--- config.mk ---
export PLATFORM = sky130hd
export DESIGN_NAME = fp_posit_mul_vec
export DESIGN_NICKNAME = d
export VERILOG_FILES = /design/src/rtl/fp_posit_pkg.sv /design/src/rtl/fp_posit_lane.sv /design/src/rtl/fp_posit_mul_vec.sv
export SDC_FILE = /design/constraint.sdc
export NUM_CORES = 1
export LEC_CHECK = 0
export CAP_MARGIN = 30
export CORE_MARGIN = 2
export CORE_UTILIZATION = 55
export DETAILED_ROUTE_END_ITERATION = 6
export MAX_ROUTING_LAYER = met4
export PLACE_DENSITY = 0.79
export SYNTH_ARGS = -nofsm -noshare
export SYNTH_HDL_FRONTEND = slang
export SYNTH_SLANG_ARGS = --single-unit
--- constraint.sdc ---
create_clock -name clk -period 6.3 [get_ports clk]
set_input_delay 0.945 -clock clk [delete_from_list [all_inputs] [get_ports clk]]
set_output_delay 0.945 -clock clk [all_outputs]
set_load 0.05 [all_outputs]
--- src/rtl/fp_posit_pkg.sv ---
// Shared FSM state encoding and derived-width helpers for the posit-weight x FP-activation multiplier.
package fp_posit_pkg;

    typedef enum logic [2:0] {
        IDLE,
        SIGN,
        REGIME,
        EXPO,
        FRAC,
        DONE
    } state_t;

    localparam int CNT_W = 4;

    function automatic int frac_max_f(input int prec_max, input int es);
        return prec_max - 3 - es;
    endfunction

    function automatic int mant_out_w_f(input int man_w, input int prec_max, input int es);
        return man_w + 1 + frac_max_f(prec_max, es);
    endfunction

    function automatic int oexp_w_f(input int exp_w);
        return exp_w + 4;
    endfunction

endpackage

--- src/rtl/fp_posit_lane.sv ---
// One activation lane: captures act, accumulates shifted mantissa copies, adds the weight scale to the exponent.
// Build option FP_POSIT_ACT_SPECIAL_EN: act exponent 0 / all-ones raise zero_out / nar_out.
module fp_posit_lane
    import fp_posit_pkg::*;
#(
    parameter int ACT_WIDTH  = 16,
    parameter int EXP_WIDTH  = 5,
    parameter int MAN_WIDTH  = 10,
    parameter int FRAC_MAX   = 5,
    parameter int MANT_OUT_W = 16,
    parameter int OEXP_W     = 9
) (
    input  logic                  clk,
    input  logic                  rst,
    input  logic                  start,
    input  logic [ACT_WIDTH-1:0]  act,
    input  logic                  add_en,
    input  logic [CNT_W-1:0]      add_sh,
    input  logic                  fin,
    input  logic [OEXP_W-1:0]     scale,
    input  logic                  w_sign,
    input  logic                  w_zero,
    input  logic                  w_nar,
    output logic                  sign_out,
    output logic [OEXP_W-1:0]     exp_out,
    output logic [MANT_OUT_W-1:0] mant_out,
    output logic                  zero_out,
    output logic                  nar_out
);

    logic                        a_sign;
    logic [EXP_WIDTH-1:0]        a_exp;
    logic [MAN_WIDTH:0]          a_man;
    logic [MANT_OUT_W-1:0]       acc;
    logic [MANT_OUT_W-1:0]       acc_n;
    logic [MANT_OUT_W-1:0]       addend;
    logic signed [OEXP_W-1:0]    exp_sum;
    logic                        act_zero;
    logic                        act_nar;
    logic                        lane_zero;
    logic                        lane_nar;

    // Accumulator is kept at the output width; a full-scale mantissa with every fraction bit set wraps.
    assign addend  = MANT_OUT_W'(a_man) << add_sh;
    assign acc_n   = add_en ? acc + addend : acc;
    assign exp_sum = $signed({{(OEXP_W-EXP_WIDTH){1'b0}}, a_exp}) + $signed(scale);

`ifdef FP_POSIT_ACT_SPECIAL_EN
    assign act_zero = (a_exp == '0);
    assign act_nar  = (a_exp == '1);
`else
    assign act_zero = 1'b0;
    assign act_nar  = 1'b0;
`endif

    assign lane_nar  = w_nar | act_nar;
    assign lane_zero = (w_zero | act_zero) & ~lane_nar;

    always_ff @(posedge clk) begin
        if (start) begin
            a_sign <= act[ACT_WIDTH-1];
            a_exp  <= act[MAN_WIDTH +: EXP_WIDTH];
            a_man  <= {1'b1, act[MAN_WIDTH-1:0]};
            acc    <= MANT_OUT_W'({1'b1, act[MAN_WIDTH-1:0]}) << FRAC_MAX;
        end else if (add_en) begin
            acc    <= acc_n;
        end
    end

    always_ff @(posedge clk or posedge rst) begin
        if (rst) begin
            sign_out <= 1'b0;
            exp_out  <= '0;
            mant_out <= '0;
            zero_out <= 1'b0;
            nar_out  <= 1'b0;
        end else if (fin) begin
            sign_out <= a_sign ^ w_sign;
            zero_out <= lane_zero;
            nar_out  <= lane_nar;
            exp_out  <= (lane_zero | lane_nar) ? '0 : exp_sum;
            mant_out <= (lane_zero | lane_nar) ? '0 : acc_n;
        end
    end

endmodule

--- src/rtl/fp_posit_mul_vec.sv ---
// Vector multiplier: LANES FP activations times one bit-serial posit weight (sign + posit magnitude, MSB first).
// Build option FP_POSIT_ACT_SPECIAL_EN enables per-lane act zero/NaR detection in fp_posit_lane.
module fp_posit_mul_vec
    import fp_posit_pkg::*;
#(
    parameter int LANES     = 4,
    parameter int ACT_WIDTH = 16,
    parameter int EXP_WIDTH = 5,
    parameter int MAN_WIDTH = 10,
    parameter int PREC_MAX  = 8,
    parameter int ES        = 0,
    localparam int FRAC_MAX   = frac_max_f(PREC_MAX, ES),
    localparam int MANT_OUT_W = mant_out_w_f(MAN_WIDTH, PREC_MAX, ES),
    localparam int OEXP_W     = oexp_w_f(EXP_WIDTH)
) (
    input  logic                          clk,
    input  logic                          rst,
    input  logic                          set,
    input  logic [3:0]                    precision,
    input  logic [LANES*ACT_WIDTH-1:0]    act,
    input  logic                          act_valid,
    output logic                          act_ready,
    input  logic                          w,
    input  logic                          w_valid,
    output logic                          out_valid,
    input  logic                          out_ready,
    output logic [LANES-1:0]              sign_out,
    output logic [LANES*OEXP_W-1:0]       exp_out,
    output logic [LANES*MANT_OUT_W-1:0]   mant_out,
    output logic [LANES-1:0]              zero_out,
    output logic [LANES-1:0]              nar_out
);

    localparam int ES_W = (ES > 0) ? ES : 1;
    localparam logic signed [OEXP_W-1:0] ONE_S = 1;

    state_t                   state;
    logic [CNT_W-1:0]         prec;
    logic [CNT_W-1:0]         cnt;
    logic [CNT_W-1:0]         run;
    logic [CNT_W-1:0]         fi;
    logic [1:0]               ec;
    logic [1:0]               e_sh;
    logic                     w_sign;
    logic                     reg_r;
    logic                     any_one;
    logic [ES_W-1:0]          e_acc;

    logic                     take;
    logic                     last;
    logic                     start;
    logic                     term;
    logic                     reg_r_n;
    logic [CNT_W-1:0]         run_n;
    logic [ES_W-1:0]          e_n;
    logic                     any_n;
    logic signed [OEXP_W-1:0] run_s;
    logic signed [OEXP_W-1:0] k_n;
    logic signed [OEXP_W-1:0] scale;
    logic                     add_en;
    logic [CNT_W-1:0]         add_sh;

    function automatic logic [CNT_W-1:0] clamp_prec(input logic [3:0] p);
        if (p < 4'd3)
            return 4'd3;
        if (p > 4'(PREC_MAX))
            return 4'(PREC_MAX);
        return p;
    endfunction

    assign take  = w_valid && (state inside {SIGN, REGIME, EXPO, FRAC});
    assign last  = take && (cnt == prec - 4'd1);
    assign start = (state == IDLE) && act_valid;
    assign term  = (run != '0) && (w != reg_r);
    assign e_sh  = 2'(ES_W - 1) - ec;

    // Next-value view of the decode registers, so the final bit is already folded in when results are latched.
    always_comb begin
        reg_r_n = reg_r;
        run_n   = run;
        e_n     = e_acc;
        any_n   = any_one;
        if (take && state != SIGN && w)
            any_n = 1'b1;
        if (take && state == REGIME) begin
            if (run == '0) begin
                reg_r_n = w;
                run_n   = 4'd1;
            end else if (w == reg_r) begin
                run_n   = run + 4'd1;
            end
        end
        if (take && state == EXPO && w)
            e_n = e_acc | (ES_W'(1) << e_sh);
    end

    assign run_s  = $signed({{(OEXP_W-CNT_W){1'b0}}, run_n});
    assign k_n    = reg_r_n ? run_s - ONE_S : -run_s;
    assign scale  = (k_n <<< ES) + $signed({{(OEXP_W-ES_W){1'b0}}, e_n});
    assign add_en = take && (state == FRAC) && w;
    assign add_sh = 4'(FRAC_MAX) - fi;

    always_ff @(posedge clk or posedge rst) begin
        if (rst) begin
            state     <= IDLE;
            prec      <= 4'(PREC_MAX);
            act_ready <= 1'b1;
            out_valid <= 1'b0;
            cnt       <= '0;
            run       <= '0;
            fi        <= '0;
            ec        <= '0;
            w_sign    <= 1'b0;
            reg_r     <= 1'b0;
            any_one   <= 1'b0;
            e_acc     <= '0;
        end else begin
            reg_r   <= reg_r_n;
            run     <= run_n;
            e_acc   <= e_n;
            any_one <= any_n;
            case (state)
                IDLE: begin
                    if (set)
                        prec <= clamp_prec(precision);
                    if (act_valid) begin
                        state     <= SIGN;
                        act_ready <= 1'b0;
                        cnt       <= '0;
                        run       <= '0;
                        reg_r     <= 1'b0;
                        e_acc     <= '0;
                        ec        <= '0;
                        fi        <= 4'd1;
                        any_one   <= 1'b0;
                    end
                end
                SIGN: if (take) begin
                    w_sign <= w;
                    cnt    <= cnt + 4'd1;
                    state  <= REGIME;
                end
                REGIME: if (take) begin
                    cnt <= cnt + 4'd1;
                    if (term)
                        state <= (ES > 0) ? EXPO : FRAC;
                end
                EXPO: if (take) begin
                    cnt <= cnt + 4'd1;
                    ec  <= ec + 2'd1;
                    if (ec == 2'(ES - 1))
                        state <= FRAC;
                end
                FRAC: if (take) begin
                    cnt <= cnt + 4'd1;
                    fi  <= fi + 4'd1;
                end
                DONE: if (out_ready) begin
                    state     <= IDLE;
                    out_valid <= 1'b0;
                    act_ready <= 1'b1;
                end
                default: state <= IDLE;
            endcase
            if (last) begin
                state     <= DONE;
                out_valid <= 1'b1;
            end
        end
    end

    for (genvar g = 0; g < LANES; g++) begin : g_lane
        fp_posit_lane #(
            .ACT_WIDTH  (ACT_WIDTH),
            .EXP_WIDTH  (EXP_WIDTH),
            .MAN_WIDTH  (MAN_WIDTH),
            .FRAC_MAX   (FRAC_MAX),
            .MANT_OUT_W (MANT_OUT_W),
            .OEXP_W     (OEXP_W)
        ) u_lane (
            .clk      (clk),
            .rst      (rst),
            .start    (start),
            .act      (act[g*ACT_WIDTH +: ACT_WIDTH]),
            .add_en   (add_en),
            .add_sh   (add_sh),
            .fin      (last),
            .scale    (scale),
            .w_sign   (w_sign),
            .w_zero   (~w_sign & ~any_n),
            .w_nar    (w_sign & ~any_n),
            .sign_out (sign_out[g]),
            .exp_out  (exp_out[g*OEXP_W +: OEXP_W]),
            .mant_out (mant_out[g*MANT_OUT_W +: MANT_OUT_W]),
            .zero_out (zero_out[g]),
            .nar_out  (nar_out[g])
        );
    end

endmodule

==> flow_summary.yaml <==
status:
  run_status: "finished, final reports clean"
critical_path:
  cp.depth: 17
  slowest_stage: "clkdlybuf4s50_1"
  startpoint_type: "primary input"
  criticalPathCategory: "in2reg"
  worstPathMaxFanout: 10
  cpMostUsedCell: "xnor2_1"
  crit_buf_inv: 1
  worst_path_dominant_cell_family: "XOR/XNOR gates"
  crit_path_cell_trace: "clkdlybuf4s50_1 -> and4bb_4 -> nand2_1 -> xnor2_1 -> a21oi_1 -> ha_1 -> xnor2_1 -> ha_1 -> xnor2_1 -> xnor2_1 -> ha_1 -> a21o_1 -> a21o_1 -> a21oi_1 -> nor3b_2 -> xnor2_1 -> o21ai_1"
  end_kind: "register"
  cp.required_ns: 6.73
  slowest_delay_ns: 0.76
  reg2reg_depth: 16
  cp.arrival_ns: 5.51
sta:
  final_hold_viol_count: 0
  fin_crit_sh_pct: 80.61
  worst_pin_slew_ns: 0.9014
  skew_ns: 0.01145
  maxSlewViolCount: 0
  relSlewSlack_pct: 39.91
  fin_crit_ns: 5.078
  setup_tns_ns: 0
  setup_violations: 0
  max_freq_mhz: 196.9
  rsz0062_at_grt: "no"
power:
  power.leakage_nw: 8.069
  internal_power_w: 0.006112
  comb_power_share_pct: 61.9
  seq_power_share_pct: 22.5
  p_per_area_nw_per_um2: 597.5
  finalPower_w: 0.01148
  p_switching_w: 0.005370
  p_clk_share_pct: 15.6
  switching_share_pct: 46.77
  peakVddDrop_uv: 439.2
die:
  initial_core_util_pct: 55.86
  rows: 62
  io_pins: 189
  die_y_um: 174.7
  coreArea_sq_um: 28700
  die_w_um: 174.7
  die-area_sq_um: 30530
yosys:
  yosysWarnings: 0
  netlist_area_sq_um: 16030
  ys_ff_latch: 261
  syn-num-nets: 1826
  synth_cells: 1650
  syn_avg_cell_area_sq_um: 9.717
  synth_ff_type: "dfrtp_1"
  yosysSeqAreaShare_pct: 43.25
  ys_types: 85
  synth_edf_count: 104
  synthArstFlopShare_pct: 50.96
clock_network:
  holdBufCountCts: 0
  cts.sinks: 261
  cts_buffers: 30
  clk_latency_ns: 0.57
  post_cts_resized: 0
  cts.path.max_buffers: 3
  tritoncts: "yes"
  cts_setup_buffers: 0
  cts.clk_slew.worst_paths_ns: 0.06
  htree_levels: 1
  cts_root_buffer: "clkbuf_16"
global_route:
  antenna_found_initial: 1
  grt_usage_pct: 28.70
  grt_overflow: 0
  grt_max_degree: 101
  grt_pass1_wl_mm: 68.12
  grt_pass1_vias: 12870
drt:
  dr.first_iter.drc_count: 992
  via_count: 13090
  first_pass_iters: 5
  detail-route-antenna-nets: 0
  drc_errors: 0
  drt_wl_total_mm: 43.27
  viasPerCell: 5.943
  wl_per_cell_um: 19.65
worst_hold_path:
  hold_depth: 2
  hp-class: "reg2reg"
finish:
  drive_gt1_share_pct: 8.090
  nNetsFinal: 1969
  area_delta_synth_final_pct: 19.85
job:
  cap_violations: 0
place:
  port_buffers: 188
  gp_congestion: 0.9046
  dp_hpwl_mm: 30.16
-- power by group through the flow --
| stage | Clock [W] | Sequential [W] | Combinational (W) |
|---|---|---|---|
| floorplan | 0 | 0.00308 | 0.00488 |
| global placement | 0 | 0.00260 | 0.00689 |
| detailed placement | 0 | 0.00260 | 0.00703 |
| CTS | 0.00181 | 0.00258 | 0.00707 |
| global route | 0.00188 | 0.00263 | 0.00777 |
| finish | 0.00179 | 0.00259 | 0.00711 |
-- cell usage after synthesis, types with 9 or more instances --
| cell type | count | area share, % |
|---|---|---|
| clkbuf_1 | 65 | 1.5 |
| o21ai_0 | 123 | 3.8 |
| dfrtp_1 | 131 | 20 |
| and2_1 | 10 | 0.39 |
| ha_1 | 93 | 7.3 |
| nand3_1 | 28 | 0.87 |
| inv_1 | 28 | 0.66 |
| o21ai_1 | 15 | 0.47 |
| nor3_1 | 23 | 0.72 |
| xor2_1 | 23 | 1.3 |
| edfxtp_1 | 104 | 19 |
| buf_4 | 12 | 0.56 |
| and3_1 | 9 | 0.35 |
| mux2_2 | 29 | 2.0 |
| a22o_1 | 38 | 2.1 |
| nand2_1 | 230 | 5.4 |
| nand2b_1 | 10 | 0.39 |
| buf_2 | 10 | 0.31 |
| o21a_1 | 13 | 0.61 |
| dfxtp_1 | 24 | 3.0 |
| o31ai_1 | 30 | 1.4 |
| mux2i_1 | 54 | 3.4 |
| a211oi_1 | 12 | 0.56 |
| xnor2_1 | 68 | 3.7 |
| nor2_1 | 136 | 3.2 |
| nor2b_1 | 22 | 0.86 |
| buf_1 | 9 | 0.21 |
| o211ai_1 | 11 | 0.52 |
| a21oi_1 | 109 | 3.4 |
| a21o_1 | 53 | 2.5 |
-- final cells by class --
| class | count | area (sq um) |
|---|---|---|
| inverter | 32 | 127.6 |
| timing repair buffer | 209 | 2072 |
| antenna | 1 | 2.502 |
| tap | 384 | 480.5 |
| sequential | 261 | 6935 |
| clock inverter | 12 | 125.1 |
| clock buffer | 44 | 894.6 |
| fill | 2249 | 9487 |
| multi-input combinational | 1259 | 8578 |
-- cell families (layout without fill, tap and decap cells) --
| group | Yosys count | after routing | synth area share (%) |
|---|---|---|---|
| AOI/OAI and AO/OA | 472 | 472 | 19.58 |
| xor gates and xnor gates | 93 | 93 | 5.244 |
| adders and majority gates | 101 | 101 | 8.257 |
| buffers and inverters | 130 | 297 | 3.496 |
| DFF | 261 | 261 | 43.25 |
| muxes | 86 | 86 | 5.830 |
| other | 0 | 1 | 0 |
| and+or+nand+nor | 507 | 507 | 14.34 |
-- worst register-to-register path: cells and delay by family, from the launching register on --
kind | cells | cell delay (ns)
AND/OR/NAND/NOR | 3 | 0.65
XOR/XNOR | 5 | 1.25
flip-flops | 1 | 0.52
AO/OA/AOI/OAI | 5 | 0.92
adder cells (fa/ha/maj) | 3 | 1.09
-- per-stage QoR --
stage                     hold slack, ns  area [sq um]  setup WS, ns  std cells  util, %
after floorplan                   0.4497         16030         1.804       1650        -
after detailed placement          0.4685         18170        0.7057       2144    63.29
after global routing              0.4982         19220        0.9730       2202    66.95
final                             0.4724         19220         1.222       2202    66.95
after CTS                         0.4822         19190         1.285       2200    66.84
after global placement            0.4614         18170        0.8370       2144    63.29
-- routing by layer --
| layer | vias up | routed length, um | track usage [%] |
|---|---|---|---|
| li1 | 6227 | - | - |
| met1 | 6276 | 18500 | 37.55 |
| met2 | 472 | 20360 | 45.64 |
| met3 | 111 | 2939 | 5.070 |
| met4 | 0 | 1478 | 9.167 |
| met5 | - | 0 | - |
-- sequential cells by signal, summed over array words and instances, names as in the netlist --
name                    flops
g_lane.u_lane.acc          64
g_lane.u_lane.mant_out     64
g_lane.u_lane.a_man        40
g_lane.u_lane.exp_out      36
g_lane.u_lane.a_exp        20
cnt                         4
fi                          4
g_lane.u_lane.a_sign        4
g_lane.u_lane.sign_out      4
prec                        4
run                         4
state                       3
ec                          2
act_ready                   1
any_one                     1
e_acc                       1
g_lane.u_lane.nar_out       1
g_lane.u_lane.zero_out      1
out_valid                   1
reg_r                       1
w_sign                      1
-- worst paths after layout --
path | from | to | slack (ns)
setup / recovery | w_valid | g_lane[0].u_lane.exp_out[7] | 1.22
hold / removal | g_lane[0].u_lane.mant_out[7] | g_lane[0].u_lane.mant_out[7] | 0.47
setup reg to reg | state[0] | g_lane[0].u_lane.exp_out[7] | 1.75
hold reg to reg | g_lane[0].u_lane.mant_out[7] | g_lane[0].u_lane.mant_out[7] | 0.47
max in group asynchronous | rst | g_lane[1].u_lane.mant_out[12] | 4.42
min in group asynchronous | rst | g_lane[3].u_lane.mant_out[7] | 0.70
-- layout by cell type (no fill, tap or decap), types with 54 or more instances in the layout --
cell             count
o21ai_0            123
edfxtp_1           104
xnor2_1             68
mux2i_1             54
dfrtp_1            130
a21oi_1            109
ha_1                93
nand2_1            228
nor2_1             136
clkdlybuf4s50_1    188
(Power assumes the default switching activity.)
